`src/rtl/omsp_io_turnaround_ctrl_if.sv`:
```
// rtl/omsp_io_turnaround_ctrl_if.sv - requester and pad-side signal bundle for the pad turnaround controller
interface omsp_io_turnaround_ctrl_if #(
  parameter int WIDTH = 8
);
  logic             wr_req;
  logic [WIDTH-1:0] wr_data;
  logic             wr_ack;
  logic             rd_req;
  logic [WIDTH-1:0] rd_data;
  logic             rd_valid;
  logic             busy;
  logic [WIDTH-1:0] pad_o;
  logic             pad_oe;
  logic [WIDTH-1:0] pad_i;

  modport slave (
    input  wr_req, wr_data, rd_req, pad_i,
    output wr_ack, rd_data, rd_valid, busy, pad_o, pad_oe
  );

  modport master (
    output wr_req, wr_data, rd_req, pad_i,
    input  wr_ack, rd_data, rd_valid, busy, pad_o, pad_oe
  );
endinterface

```
`src/rtl/omsp_io_turnaround_ctrl.sv`:
```
// rtl/omsp_io_turnaround_ctrl.sv - bidirectional pad group sequencer with drive hold, turnaround gap and synchronized reads
module omsp_io_turnaround_ctrl #(
  parameter int WIDTH       = 8,
  parameter int HOLD_CYC    = 2,
  parameter int TURN_CYC    = 2,
  parameter int SYNC_STAGES = 2
) (
  input  logic                      mclk,
  input  logic                      puc_rst,
  omsp_io_turnaround_ctrl_if.slave  bus
);

  localparam int MAX_HT  = (HOLD_CYC > TURN_CYC) ? HOLD_CYC : TURN_CYC;
  localparam int MAX_CYC = (MAX_HT > SYNC_STAGES) ? MAX_HT : SYNC_STAGES;
  localparam int CW      = (MAX_CYC < 1) ? 1 : $clog2(MAX_CYC + 1);

  localparam logic [CW-1:0] HOLD_LOAD = CW'(HOLD_CYC - 1);
  localparam logic [CW-1:0] TURN_LOAD = CW'((TURN_CYC > 0) ? TURN_CYC - 1 : 0);
  localparam logic [CW-1:0] SYNC_LOAD = CW'(SYNC_STAGES - 1);

  typedef enum logic [1:0] {IDLE, DRIVE, TURN, SAMPLE} state_t;

  state_t           state, state_n;
  logic [CW-1:0]    cnt, cnt_n;
  logic             grant_wr, grant_rd, rd_done;
  logic             last_wr;
  logic [WIDTH-1:0] pad_o_q;
  logic             pad_oe_q;
  logic [WIDTH-1:0] rd_data_q;
  logic             rd_valid_q;
  logic [WIDTH-1:0] sync_r [SYNC_STAGES];

  // Pad input synchronizer, free-running regardless of the sequencer state
  always_ff @(posedge mclk) begin
    if (puc_rst) begin
      for (int i = 0; i < SYNC_STAGES; i++) sync_r[i] <= '0;
    end else begin
      sync_r[0] <= bus.pad_i;
      for (int i = 1; i < SYNC_STAGES; i++) sync_r[i] <= sync_r[i-1];
    end
  end

  // Next-state, counter and grant decode; contention is round-robin against the last grant
  always_comb begin
    state_n  = state;
    cnt_n    = cnt;
    grant_wr = 1'b0;
    grant_rd = 1'b0;
    rd_done  = 1'b0;
    case (state)
      IDLE: begin
        if (!puc_rst) begin
          grant_wr = bus.wr_req && (!bus.rd_req || !last_wr);
          grant_rd = bus.rd_req && (!bus.wr_req || last_wr);
        end
        if (grant_wr) begin
          state_n = DRIVE;
          cnt_n   = HOLD_LOAD;
        end else if (grant_rd) begin
          state_n = SAMPLE;
          cnt_n   = SYNC_LOAD;
        end
      end
      DRIVE: begin
        if (cnt == '0) begin
          if (TURN_CYC > 0) begin
            state_n = TURN;
            cnt_n   = TURN_LOAD;
          end else begin
            state_n = IDLE;
          end
        end else begin
          cnt_n = cnt - CW'(1);
        end
      end
      TURN: begin
        if (cnt == '0) state_n = IDLE;
        else           cnt_n   = cnt - CW'(1);
      end
      SAMPLE: begin
        if (cnt == '0) begin
          state_n = IDLE;
          rd_done = 1'b1;
        end else begin
          cnt_n = cnt - CW'(1);
        end
      end
      default: state_n = IDLE;
    endcase
  end

  // State, counter and registered pad/read outputs; reset aborts any drive on the same edge
  always_ff @(posedge mclk) begin
    if (puc_rst) begin
      state      <= IDLE;
      cnt        <= '0;
      last_wr    <= 1'b0;
      pad_o_q    <= '0;
      pad_oe_q   <= 1'b0;
      rd_data_q  <= '0;
      rd_valid_q <= 1'b0;
    end else begin
      state      <= state_n;
      cnt        <= cnt_n;
      pad_oe_q   <= (state_n == DRIVE);
      rd_valid_q <= rd_done;
      if (grant_wr) begin
        pad_o_q <= bus.wr_data;
        last_wr <= 1'b1;
      end else if (grant_rd) begin
        last_wr <= 1'b0;
      end
      if (rd_done) rd_data_q <= sync_r[SYNC_STAGES-1];
    end
  end

  assign bus.wr_ack   = grant_wr;
  assign bus.busy     = (state != IDLE);
  assign bus.pad_o    = pad_o_q;
  assign bus.pad_oe   = pad_oe_q;
  assign bus.rd_data  = rd_data_q;
  assign bus.rd_valid = rd_valid_q;

endmodule

```
`src/flat_wrapper.sv`:
```
// flat-port wrapper written by rule: the top's interface ports become plain ports
module omsp_io_turnaround_ctrl_flat 
#(
  parameter int WIDTH       = 8,
  parameter int HOLD_CYC    = 2,
  parameter int TURN_CYC    = 2,
  parameter int SYNC_STAGES = 2
)
  (mclk, puc_rst, bus_wr_req, bus_wr_data, bus_rd_req, bus_pad_i, bus_wr_ack, bus_rd_data, bus_rd_valid, bus_busy, bus_pad_o, bus_pad_oe);
  omsp_io_turnaround_ctrl_if #(.WIDTH(WIDTH)) bus_i ();
  input  logic mclk;
  input  logic puc_rst;
  input wire logic [$bits(bus_i.wr_req)-1:0] bus_wr_req;
  input wire logic [$bits(bus_i.wr_data)-1:0] bus_wr_data;
  input wire logic [$bits(bus_i.rd_req)-1:0] bus_rd_req;
  input wire logic [$bits(bus_i.pad_i)-1:0] bus_pad_i;
  output wire logic [$bits(bus_i.wr_ack)-1:0] bus_wr_ack;
  output wire logic [$bits(bus_i.rd_data)-1:0] bus_rd_data;
  output wire logic [$bits(bus_i.rd_valid)-1:0] bus_rd_valid;
  output wire logic [$bits(bus_i.busy)-1:0] bus_busy;
  output wire logic [$bits(bus_i.pad_o)-1:0] bus_pad_o;
  output wire logic [$bits(bus_i.pad_oe)-1:0] bus_pad_oe;
  assign bus_i.wr_req = bus_wr_req;
  assign bus_i.wr_data = bus_wr_data;
  assign bus_i.rd_req = bus_rd_req;
  assign bus_i.pad_i = bus_pad_i;
  assign bus_wr_ack = bus_i.wr_ack;
  assign bus_rd_data = bus_i.rd_data;
  assign bus_rd_valid = bus_i.rd_valid;
  assign bus_busy = bus_i.busy;
  assign bus_pad_o = bus_i.pad_o;
  assign bus_pad_oe = bus_i.pad_oe;
  omsp_io_turnaround_ctrl #(.WIDTH(WIDTH), .HOLD_CYC(HOLD_CYC), .TURN_CYC(TURN_CYC), .SYNC_STAGES(SYNC_STAGES)) u_core (.mclk(mclk), .puc_rst(puc_rst), .bus(bus_i));
endmodule
```
`config.mk`:
```
export PLATFORM = sky130hd
export DESIGN_NAME = omsp_io_turnaround_ctrl_flat
export DESIGN_NICKNAME = d
export VERILOG_FILES = /design/src/rtl/omsp_io_turnaround_ctrl_if.sv /design/src/rtl/omsp_io_turnaround_ctrl.sv /design/src/flat_wrapper.sv
export SDC_FILE = /design/constraint.sdc
export NUM_CORES = 1
export LEC_CHECK = 0
export BUFFER_PORTS_ARGS = -buffer_cell sky130_fd_sc_hd__buf_2
export CAP_MARGIN = 40
export CORE_MARGIN = 8
export CORE_UTILIZATION = 54
export CTS_CLUSTER_DIAMETER = 120
export DETAILED_ROUTE_END_ITERATION = 16
export HOLD_SLACK_MARGIN = 0.15
export PLACE_DENSITY = 0.79
export SETUP_SLACK_MARGIN = 0.02
export SYNTH_ARGS = -nofsm -noshare
export SYNTH_HDL_FRONTEND = slang
export SYNTH_SLANG_ARGS = --single-unit
```
`constraint.sdc`:
```
create_clock -name mclk -period 3.7 [get_ports mclk]
set_input_delay 0.37 -clock mclk [delete_from_list [all_inputs] [get_ports mclk]]
set_output_delay 0.37 -clock mclk [all_outputs]
set_load 0.01 [all_outputs]
```
==> impl_results.md, run 1 <==
- Sequential fraction of the synthesis area: 54.36%
- Mean post-synth cell area: 9.640 um2
- Number of synthesized register bits: 39
- Rows: 18
- Area Overhead vs Synth: 15.85%
- Vias in the first global route: 1101
- Diode count: 0
- Routability Congestion: 0.7278
- P_leak: 0.7646 nW
- Grt ovf: 0
- Worst path cell trace: or2_4 -> nor3_4 -> buf_2
- Slew HR: 55.09%
- Reg2reg end: u_core.last_wr
- Final max-slew violation count: 0
- Min-delay worst type: primary input to flip-flop
- Setup violators final: 0
- Core area: 2500 um2
- Clk Latency, worst-skew pair: 0.34 ns
- Reg2reg start: u_core.state[1]
- Post-route DRC: 0
- Largest net degree at the start of global routing: 33
- Total wire length: 2.749 mm
- CP top delay family: simple AND/OR/NAND/NOR gates
- Buffers on Ports: 39
- Cell area after synthesis: 1436 um2
- Die area: 4566 um2
- Max-capacitance violation count: 0
- Total chip power: 0.0008955 W
- Inserted Clock Buffers: 5
- Detail Route Antenna Nets: 0
- Clock slew at reported path FFs: 0.11 ns
- Global-route wire length before repair: 4.616 mm
- 1st-iter DRT viols: 46
- DR WL met3: 257 um
- Clock Skews: 0.01066 ns
- # IOs: 40
- CP required: 3.33 ns
- Wirelength per Cell: 12.67 um
- Clock sink count: 39
- Top cell type's share of synthesized area: 54.36%
- Starting Density: 57.46%
- Dpl hpwl: 2.019 mm
- Routed vias: 1135
- WHS Path Cells: 2
- Post-route setup TNS: 0 ns
- Die Wd: 67.58 um
- YS warnings: 0
- Buf/Inv on CP: 1
- FF-to-FF path depth: 3
- Hold endpoint: u_core.sync_r[0][1]
- Root Buffer: clkbuf_4
- Total power per unit cell area: 538.2 nW/um2
- Max stage delay on crit path: 0.42 ns
- R2R setup slack: 2.16 ns
- Final Worst Setup Slack: 1.807 ns
- Met2 wire length: 1.165 mm
- Initial antenna violation count: 0
- Gr usage total: 12.99%
- DR pass1 iterations: 4
- RSZ-0062 raised after global routing: false
- Worst Hold Launch: bus_pad_i[1]
- Status: completed
- Fraction of layout cells with a size suffix above 1: 28.34%
- Cts hold-fix bufs: 0
- Period minus WS final: 1.893 ns
- Post-CTS sizing: 0
- CP max-delay cell: dfxtp_1
- CP Launch Type: flip-flop
- Cell taking the most area after synthesis: dfxtp_1
- Achievable Freq: 0.5282 GHz
- Post-Route M1 WL: 1.290 mm
- Setup crit end kind: primary output
- Post-synth cell types: 29
- # Post-CTS Setup Buffers: 0
- Nets: 209
- Critical Path AT: 1.52 ns
- Synth area leaders: dfxtp_1 54%, nor2b_1 7.4%, nand2_1 6.8%, o211ai_1 4.7%, a21oi_1 3.5%
- Post-Syn Nets: 172
- CP Max Fanout: 12
- Final hold violation count: 0
- CTS tree: yes
- Syn Inst Count: 149
- H-tree depth: 2
- Part of the cycle the worst path needs: 51.17%
- Die height: 67.58 um
- Worst slew pin tran: 0.6700 ns
- Place WS: 1.917 ns
- CP Class: flip-flop to primary output
- DR top layer: met4
- Vias/cell: 5.230
- Peak VDD IR: 382.7 uV
- Clk buf depth: 2
[registers in the layout, summed over array words and instances, names as in the netlist]
signal               cells
u_core.sync_r           16
u_core.bus.rd_valid      1
u_core.bus.rd_data       8
u_core.bus.pad_oe        1
u_core.state             2
u_core.cnt               2
u_core.last_wr           1
u_core.bus.pad_o         8
[stage by stage]
stage	utilization (%)	cells	instance area [um2]	hold WS (ns)
after detailed placement	64.41	209	1610	0.4287
after global placement	64.41	209	1610	0.4195
after floorplan	-	149	1436	0.4138
after CTS	66.57	217	1664	0.2234
final	66.57	217	1664	0.2368
after global routing	66.57	217	1664	0.2096
[cell usage in the layout (no fill, tap or decap), drive strengths merged, types with 2 or more instances in the layout]
master / n
buf: 39
dfxtp: 39
nand2: 26
nor2b: 17
nand3: 10
a21oi: 10
o211ai: 9
clkbuf: 6
nor2: 4
inv: 4
ha: 3
and3: 2
a311o: 2
nor3: 2
[logic make-up (layout without fill, tap and decap cells)]
kind of cell | Yosys count | in the layout | share of synthesized area, %
DFF | 39 | 39 | 54.36
buffers and inverters | 13 | 51 | 5.139
and+or+nand+nor | 64 | 64 | 23.08
adders and majority gates | 3 | 3 | 2.614
AOI/OAI and AO/OA | 30 | 30 | 14.81
[layer usage]
| metal | track usage [%] | vias to the layer above |
|---|---|---|
| met1 | 15.83 | 517 |
| met3 | 7.781 | 5 |
| met5 | 0 | - |
| li1 | - | 576 |
| met4 | 5.483 | 0 |
| met2 | 17.99 | 37 |
[cells in the mapped netlist, drive strengths merged]
cell / number
a221o: 1
dfxtp: 39
nor2b: 17
a21bo: 1
a22oi: 1
a31o: 1
a21boi: 1
ha: 3
inv: 4
and3b: 1
buf: 9
nand2: 26
o211ai: 9
a21oi: 10
nor3: 2
o21ai: 1
nand3: 10
o21a: 1
nor2: 4
or2: 1
o21ba: 1
nand2b: 1
and3: 2
a311o: 2
a311oi: 1
[worst reg2reg max path, cell delays in order, from the launching register on]
cell	delay (ns)
dfxtp_1	0.42
nor3_2	0.60
nand3_1	0.15
a31o_2	0.27
[worst max path at each step]
| stage | start | to | depth (start not counted) |
|---|---|---|---|
| after floorplan | bus_rd_req | bus_wr_ack | 4 |
| after CTS | u_core.state[1] | bus_wr_ack | 3 |
| after global routing | u_core.state[1] | bus_wr_ack | 3 |
| after global placement | puc_rst | u_core.last_wr | 4 |
| final | u_core.state[1] | bus_wr_ack | 3 |
| after detailed placement | puc_rst | u_core.last_wr | 4 |
[power by group]
group / leakage, nW / total [W] / internal [W] / switching [W]
Sequential: 0.320 / 0.000490 / 0.000460 / 0.0000300
Combinational: 0.416 / 0.000201 / 0.0000830 / 0.000118
Clock: 0.0282 / 0.000204 / 0.0000734 / 0.000131
[layout make-up]
class                   instances  area, um2
fillers                       194      835.8
flip-flops and latches         39      780.7
multi-input cells              97      581.8
repair buffers                 39      195.2
clock buffers                   6      41.29
well taps                      30      37.54
inverters                       4      15.01
clock inverters                 2      12.51
No activity file was read; power rests on OpenSTA's default activity.
==> inputs of run 2 (changes only) <==
--- a/config.mk
+++ b/config.mk
@@ -8,11 +8,11 @@
 export BUFFER_PORTS_ARGS = -buffer_cell sky130_fd_sc_hd__buf_2
 export CAP_MARGIN = 40
 export CORE_MARGIN = 8
-export CORE_UTILIZATION = 54
+export CORE_UTILIZATION = 50
 export CTS_CLUSTER_DIAMETER = 120
 export DETAILED_ROUTE_END_ITERATION = 16
 export HOLD_SLACK_MARGIN = 0.15
-export PLACE_DENSITY = 0.79
+export PLACE_DENSITY = 0.74
 export SETUP_SLACK_MARGIN = 0.02
 export SYNTH_ARGS = -nofsm -noshare
 export SYNTH_HDL_FRONTEND = slang
==> constraint.sdc (replaced) <==
create_clock -name mclk -period 2 [get_ports mclk]
set_input_delay 0.2 -clock mclk [delete_from_list [all_inputs] [get_ports mclk]]
set_output_delay 0.2 -clock mclk [all_outputs]
set_load 0.01 [all_outputs]
==> run 2 against run 1 <==
Worst hold slack got worse by 0.041 ns. Clock-buffer cell count unchanged. Register-to-register slack got worse by 1.6 ns. Clock skew decreased by 0.0068 ns. Final area increased by 13%. Die area increased by 6.1%. Via count increased by 5.9%. Sequential power increased by 86%. First-iteration DRC count decreased by 24%. Worst setup slack got worse by 1.5 ns. Clock power increased to 3.1 times the previous value. Power increased by 120%. Largest cell class unchanged.
==> impl_results.md, run 2 (synthesized netlist as in run 1, its figures left out) <==
- Slew HR: 60.22% (was 55.09%)
- Routed vias: 1202 (was 1135)
- H-tree depth: 2 (unchanged)
- CP max-delay cell: dfxtp_1 (unchanged)
- Buf/Inv on CP: 1 (unchanged)
- Clock slew at reported path FFs: 0.11 ns (about the same)
- Status: completed (unchanged)
- Final Non-Filler Cells: 235 (was 217)
- Buffers on Ports: 39 (unchanged)
- WHS Path Cells: 2 (unchanged)
- Clock Skews: 0.003905 ns (was 0.01066 ns)
- CP Max Fanout: 12 (unchanged)
- Grt ovf: 0 (unchanged)
- Period minus WS final: 1.691 ns
- RSZ-0062 raised after global routing: false (unchanged)
- Reg2reg start: u_core.cnt[0] (was u_core.state[1])
- CP top delay family: simple AND/OR/NAND/NOR gates (unchanged)
- Critical Path AT: 1.49 ns (was 1.52 ns)
- Achievable Freq: 0.5913 GHz
- Dpl hpwl: 2.096 mm (was 2.019 mm)
- Vias in the first global route: 1163 (was 1101)
- Wirelength per Cell: 13.36 um (was 12.67 um)
- Final hold violation count: 0 (unchanged)
- Setup violators final: 0 (unchanged)
- Starting Density: 52.54% (was 57.46%)
- P_leak: 0.8606 nW (was 0.7646 nW)
- Diode count: 0 (unchanged)
- Reg2reg end: u_core.bus.pad_oe (was u_core.last_wr)
- Core area: 2734 um2 (was 2500 um2)
- Worst Hold Launch: bus_rd_req (was bus_pad_i[1])
- Largest net degree at the start of global routing: 33 (unchanged)
- Place WS: 0.4658 ns (was 1.917 ns)
- FF-to-FF path depth: 5 (was 3)
- Total wire length: 3.140 mm (was 2.749 mm)
- Routability Congestion: 0.7749 (was 0.7278)
- Min-delay worst type: primary input to flip-flop (unchanged)
- Fraction of layout cells with a size suffix above 1: 26.47% (was 28.34%)
- Area Overhead vs Synth: 30.92% (was 15.85%)
- Clk buf depth: 2 (unchanged)
- Most frequent cells in the layout: 39 x buf_2, 39 x dfxtp_1, 26 x nand2_1 (unchanged)
- CTS tree: yes (unchanged)
- Hold endpoint: u_core.state[0] (was u_core.sync_r[0][1])
- Clk Latency, worst-skew pair: 0.33 ns (was 0.34 ns)
- Detail Route Antenna Nets: 0 (unchanged)
- Setup crit end kind: primary output (unchanged)
- Die area: 4844 um2 (was 4566 um2)
- DR pass1 iterations: 4 (unchanged)
- Max stage delay on crit path: 0.42 ns (about the same)
- Worst path cell trace: or2_4 -> nor3_4 -> buf_2 (unchanged)
- Placed cell count: 211 (was 209)
- Initial antenna violation count: 0 (unchanged)
- Die Wd: 69.60 um (was 67.58 um)
- Die height: 69.60 um (was 67.58 um)
- CP Launch Type: flip-flop (unchanged)
- CP Class: flip-flop to primary output (unchanged)
- Total power per unit cell area: 1036 nW/um2 (was 538.2 nW/um2)
- Clock sink count: 39 (unchanged)
- Final Worst Setup Slack: 0.3087 ns (was 1.807 ns)
- Nets: 226 (was 209)
- Gr usage total: 13.12% (was 12.99%)
- CP required: 1.80 ns (was 3.33 ns)
- Post-route DRC: 0 (unchanged)
- Part of the cycle the worst path needs: 84.56%
- Post-route setup TNS: 0 ns (unchanged)
- Worst slew pin tran: 0.5955 ns (was 0.6700 ns)
- Largest Register: u_core.sync_r (unchanged)
- Final max-slew violation count: 0 (unchanged)
- Vias/cell: 5.115 (was 5.230)
- Rows: 19 (was 18)
- Max reg flops: 16 (unchanged)
- Inserted Clock Buffers: 5 (unchanged)
- Peak VDD IR: 1175 uV (was 382.7 uV)
- R2R setup slack: 0.57 ns (was 2.16 ns)
- Root Buffer: clkbuf_4 (unchanged)
- 1st-iter DRT viols: 35 (was 46)
- Global-route wire length before repair: 5.264 mm (was 4.616 mm)
- # IOs: 40 (unchanged)
- Max-capacitance violation count: 0 (unchanged)
## run 2: power by group
part / total [W] / internal (W) / leakage (nW) / switching, W
Sequential: 0.000909 / 0.000851 / 0.320 / 0.0000577
Clock: 0.000630 / 0.000390 / 0.0525 / 0.000240
Combinational: 0.000408 / 0.000180 / 0.488 / 0.000229
## run 2: through the flow
step	cell area (um2)	total power, W	utilization (%)	hold WS, ns
final	1881	0.001947	68.79	0.1958
after global routing	1881	0.002053	68.79	0.1945
after CTS	1881	0.001958	68.79	0.1788
after detailed placement	1619	0.001305	59.22	0.4144
after global placement	1619	0.001288	59.22	0.4087
after floorplan	1436	0.001203	-	0.3230
## run 2: worst max-delay path by stage
stage                                from           endpoint  slack [ns]  cells after the start
after floorplan             u_core.cnt[0]  u_core.bus.pad_oe        0.78                      5
after global placement            puc_rst    u_core.state[0]        0.51                      4
after detailed placement          puc_rst    u_core.state[0]        0.47                      4
after CTS                 u_core.state[1]         bus_wr_ack        0.30                      3
after global routing      u_core.state[1]         bus_wr_ack        0.21                      3
final                     u_core.state[1]         bus_wr_ack        0.31                      3
## run 2: worst reg2reg max path, delay by kind of cell (launching register included)
family | cells | cell delay [ns]
buffers and inverters | 1 | 0.09
adder cells (fa/ha/maj) | 1 | 0.27
AND/OR/NAND/NOR | 1 | 0.19
flip-flops | 1 | 0.35
AO/OA/AOI/OAI | 2 | 0.49
## run 2: final cells by class
class / instances / area, um2
fillers: 199 / 853.3
flip-flops and latches: 39 / 780.7
multi-input cells: 97 / 581.8
repair buffers: 56 / 362.8
clock inverters: 2 / 60.06
clock buffers: 6 / 41.29
well taps: 31 / 38.79
inverters: 4 / 15.01
## run 2: metal layers
metal | global-route usage (%) | vias up | wire length [um]
li1 | - | 612 | -
met2 | 20.90 | 43 | 1463
met1 | 13.79 | 542 | 1330
met4 | 5.467 | 0 | 43
met3 | 7.582 | 5 | 302
met5 | 0 | - | 0
## run 2: repair_timing
item,CTS,global route
endpoints found under the hold margin,16,0
hold buffers,16,0
gates resized for setup,0,0
buffers inserted,0,0
==> inputs of run 3 (changes only) <==
==> constraint.sdc (replaced) <==
create_clock -name mclk -period 1.7 [get_ports mclk]
set_input_delay 0.17 -clock mclk [delete_from_list [all_inputs] [get_ports mclk]]
set_output_delay 0.17 -clock mclk [all_outputs]
set_load 0.01 [all_outputs]
==> run 3 against run 2 <==
Final cell count rose by 0.43%. Worst setup slack got worse by 0.16 ns. Via count down 0.42%. Register-to-register slack got worse by 0.23 ns. Sequential power rose by 18%. Critical path type unchanged.
==> impl_results.md, run 3 (synthesized netlist as in run 1, its figures left out) <==
- Internal power: 0.001378 W (was 0.001421 W)
- 1st-iter DRT viols: 47 (was 35)
- P_leak: 0.8422 nW (was 0.8606 nW)
- Vias in the first global route: 1238 (was 1163)
- Status: completed (unchanged)
- DR pass1 iterations: 4 (unchanged)
- CP max-delay cell: dfxtp_2 (was dfxtp_1)
- Part of the cycle the worst path needs: 91.51%
- Clk buf depth: 2 (unchanged)
- Diode count: 0 (unchanged)
- Gr usage total: 13.66% (was 13.12%)
- Core area: 2734 um2 (unchanged)
- Critical Path AT: 1.39 ns (was 1.49 ns)
- Most frequent cells in the layout: 39 x buf_2, 37 x dfxtp_1, 26 x nand2_1 (was 39 x buf_2, 39 x dfxtp_1, 26 x nand2_1)
- Clock sink count: 39 (unchanged)
- Achievable Freq: 0.6428 GHz
- Final max-slew violation count: 0 (unchanged)
- RSZ-0062 raised after global routing: false (unchanged)
- Post-route setup TNS: 0 ns (unchanged)
- Net switching power: 0.0006278 W (was 0.0005260 W)
- Final hold violation count: 0 (unchanged)
- CP top delay family: simple AND/OR/NAND/NOR gates (unchanged)
- Post-Route M1 WL: 1.308 mm (was 1.330 mm)
- Clock slew at reported path FFs: 0.11 ns (about the same)
- Detail Route Antenna Nets: 0 (unchanged)
- Switch share: 31.30% (was 27.01%)
- Met2 wire length: 1.421 mm (was 1.463 mm)
- Commonest non-fill, non-tap cell in the layout: buf_2
- Clk Latency, worst-skew pair: 0.34 ns (was 0.33 ns)
- Die Wd: 69.60 um (unchanged)
- Buffers on Ports: 39 (unchanged)
- Slew HR: 59.65% (was 60.22%)
- Initial antenna violation count: 0 (unchanged)
- Largest net degree at the start of global routing: 20 (was 33)
- Starting Density: 52.54% (unchanged)
- Die height: 69.60 um (unchanged)
- CP Class: flip-flop to primary output (unchanged)
- Worst path cell trace: or2_4 -> nor3_4 -> buf_2 (unchanged)
- Clk pwr share: 22.6% (was 32.4%)
- Sequential share of power: 53.4% (was 46.7%)
- Post-route DRC: 0 (unchanged)
- Area Overhead vs Synth: 28.31% (was 30.92%)
- CP Max Fanout: 12 (unchanged)
- # IOs: 40 (unchanged)
- Nets: 227 (was 226)
- Place WS: 0.3767 ns (was 0.4658 ns)
- Period minus WS final: 1.556 ns
- Max reg flops: 16 (unchanged)
- Routability Congestion: 0.7548 (was 0.7749)
- CTS tree: yes (unchanged)
- Inserted Clock Buffers: 5 (unchanged)
- Worst slew pin tran: 0.6040 ns (was 0.5955 ns)
- Wirelength per Cell: 13.25 um (was 13.36 um)
- Min-delay worst type: primary input to flip-flop (unchanged)
- Root Buffer: clkbuf_4 (unchanged)
- Total power per unit cell area: 1088 nW/um2 (was 1036 nW/um2)
- Max stage delay on crit path: 0.39 ns (was 0.42 ns)
- H-tree depth: 2 (unchanged)
- Global-route wire length before repair: 5.499 mm (was 5.264 mm)
- CP required: 1.53 ns (was 1.80 ns)
- DR top layer: met4 (unchanged)
- Setup crit end kind: primary output (unchanged)
- Total wire length: 3.128 mm (was 3.140 mm)
- Rows: 19 (unchanged)
- Fraction of layout cells with a size suffix above 1: 27.80% (was 26.47%)
- Setup violators final: 0 (unchanged)
- Buf/Inv on CP: 1 (unchanged)
- Max-capacitance violation count: 0 (unchanged)
- CP Launch Type: flip-flop (unchanged)
- Grt ovf: 0 (unchanged)
- Total chip power: 0.002006 W (was 0.001947 W)
- Clock Skews: 0.005622 ns (was 0.003905 ns)
- Peak VDD IR: 1023 uV (was 1175 uV)
- # Post-CTS Setup Buffers: 0 (unchanged)
- Vias/cell: 5.072 (was 5.115)
- Dpl hpwl: 2.104 mm (was 2.096 mm)
- Routed vias: 1197 (was 1202)
- Largest Register: u_core.sync_r (unchanged)
- Final Worst Setup Slack: 0.1443 ns (was 0.3087 ns)
- DR WL met3: 361 um (was 302 um)
- Combinational Power Share: 24.0% (was 21.0%)
- Die area: 4844 um2 (unchanged)
## run 3: layer usage
| metal | GRT usage [%] | vias up |
|---|---|---|
| met1 | 14.24 | 535 |
| met3 | 8.870 | 4 |
| met2 | 21.62 | 45 |
| met5 | 0 | - |
| li1 | - | 613 |
| met4 | 4.784 | 0 |
## run 3: worst paths after layout
| check | from | to | slack [ns] | cells after the start |
|---|---|---|---|---|
| min | bus_wr_req | u_core.cnt[1] | 0.16 | 4 |
| min reg2reg | u_core.sync_r[1][7] | u_core.bus.rd_data[7] | 0.44 | 2 |
| max | u_core.state[1] | bus_wr_ack | 0.14 | 3 |
| max reg2reg | u_core.cnt[0] | u_core.bus.pad_oe | 0.34 | 5 |
## run 3: stage by stage
step                instance area [um2]  util, %  hold WS, ns  std cells
floorplan                          1436        -       0.2930        149
global placement                   1627    59.50       0.3765        212
detailed placement                 1627    59.50       0.3839        212
CTS                                1842    67.37       0.1559        236
global route                       1843    67.41       0.1644        236
finish                             1843    67.41       0.1622        236
## run 3: repair_timing
item,in CTS,in global routing
pin swaps,0,1
hold buffers,16,0
resized for setup,1,1
endpoints found under the setup margin,1,1
hold endpoints to repair,16,0
## run 3: power groups by stage
| stage | logic (W) | clock network [W] | registers, W |
|---|---|---|---|
| after floorplan | 0.000334 | 0 | 0.00108 |
| after global placement | 0.000431 | 0 | 0.00108 |
| after detailed placement | 0.000449 | 0 | 0.00109 |
| after CTS | 0.000481 | 0.000469 | 0.00107 |
| after global routing | 0.000534 | 0.000514 | 0.00109 |
| final | 0.000482 | 0.000452 | 0.00107 |
## run 3: worst register-to-register path, stage by stage, from the launching register on
cell      delay, ns
dfxtp_1        0.36
inv_1          0.09
ha_1           0.25
and3b_1        0.19
a311oi_1       0.27
o21a_1         0.16
## run 3: layout make-up
| type | instances | area (um2) |
|---|---|---|
| Clock buffer | 6 | 41.29 |
| Clock inverter | 2 | 12.51 |
| Multi-Input combinational cell | 97 | 581.8 |
| Sequential cell | 39 | 783.3 |
| Tap cell | 31 | 38.79 |
| Fill cell | 205 | 890.9 |
| Timing Repair Buffer | 57 | 370.4 |
| Inverter | 4 | 15.01 |
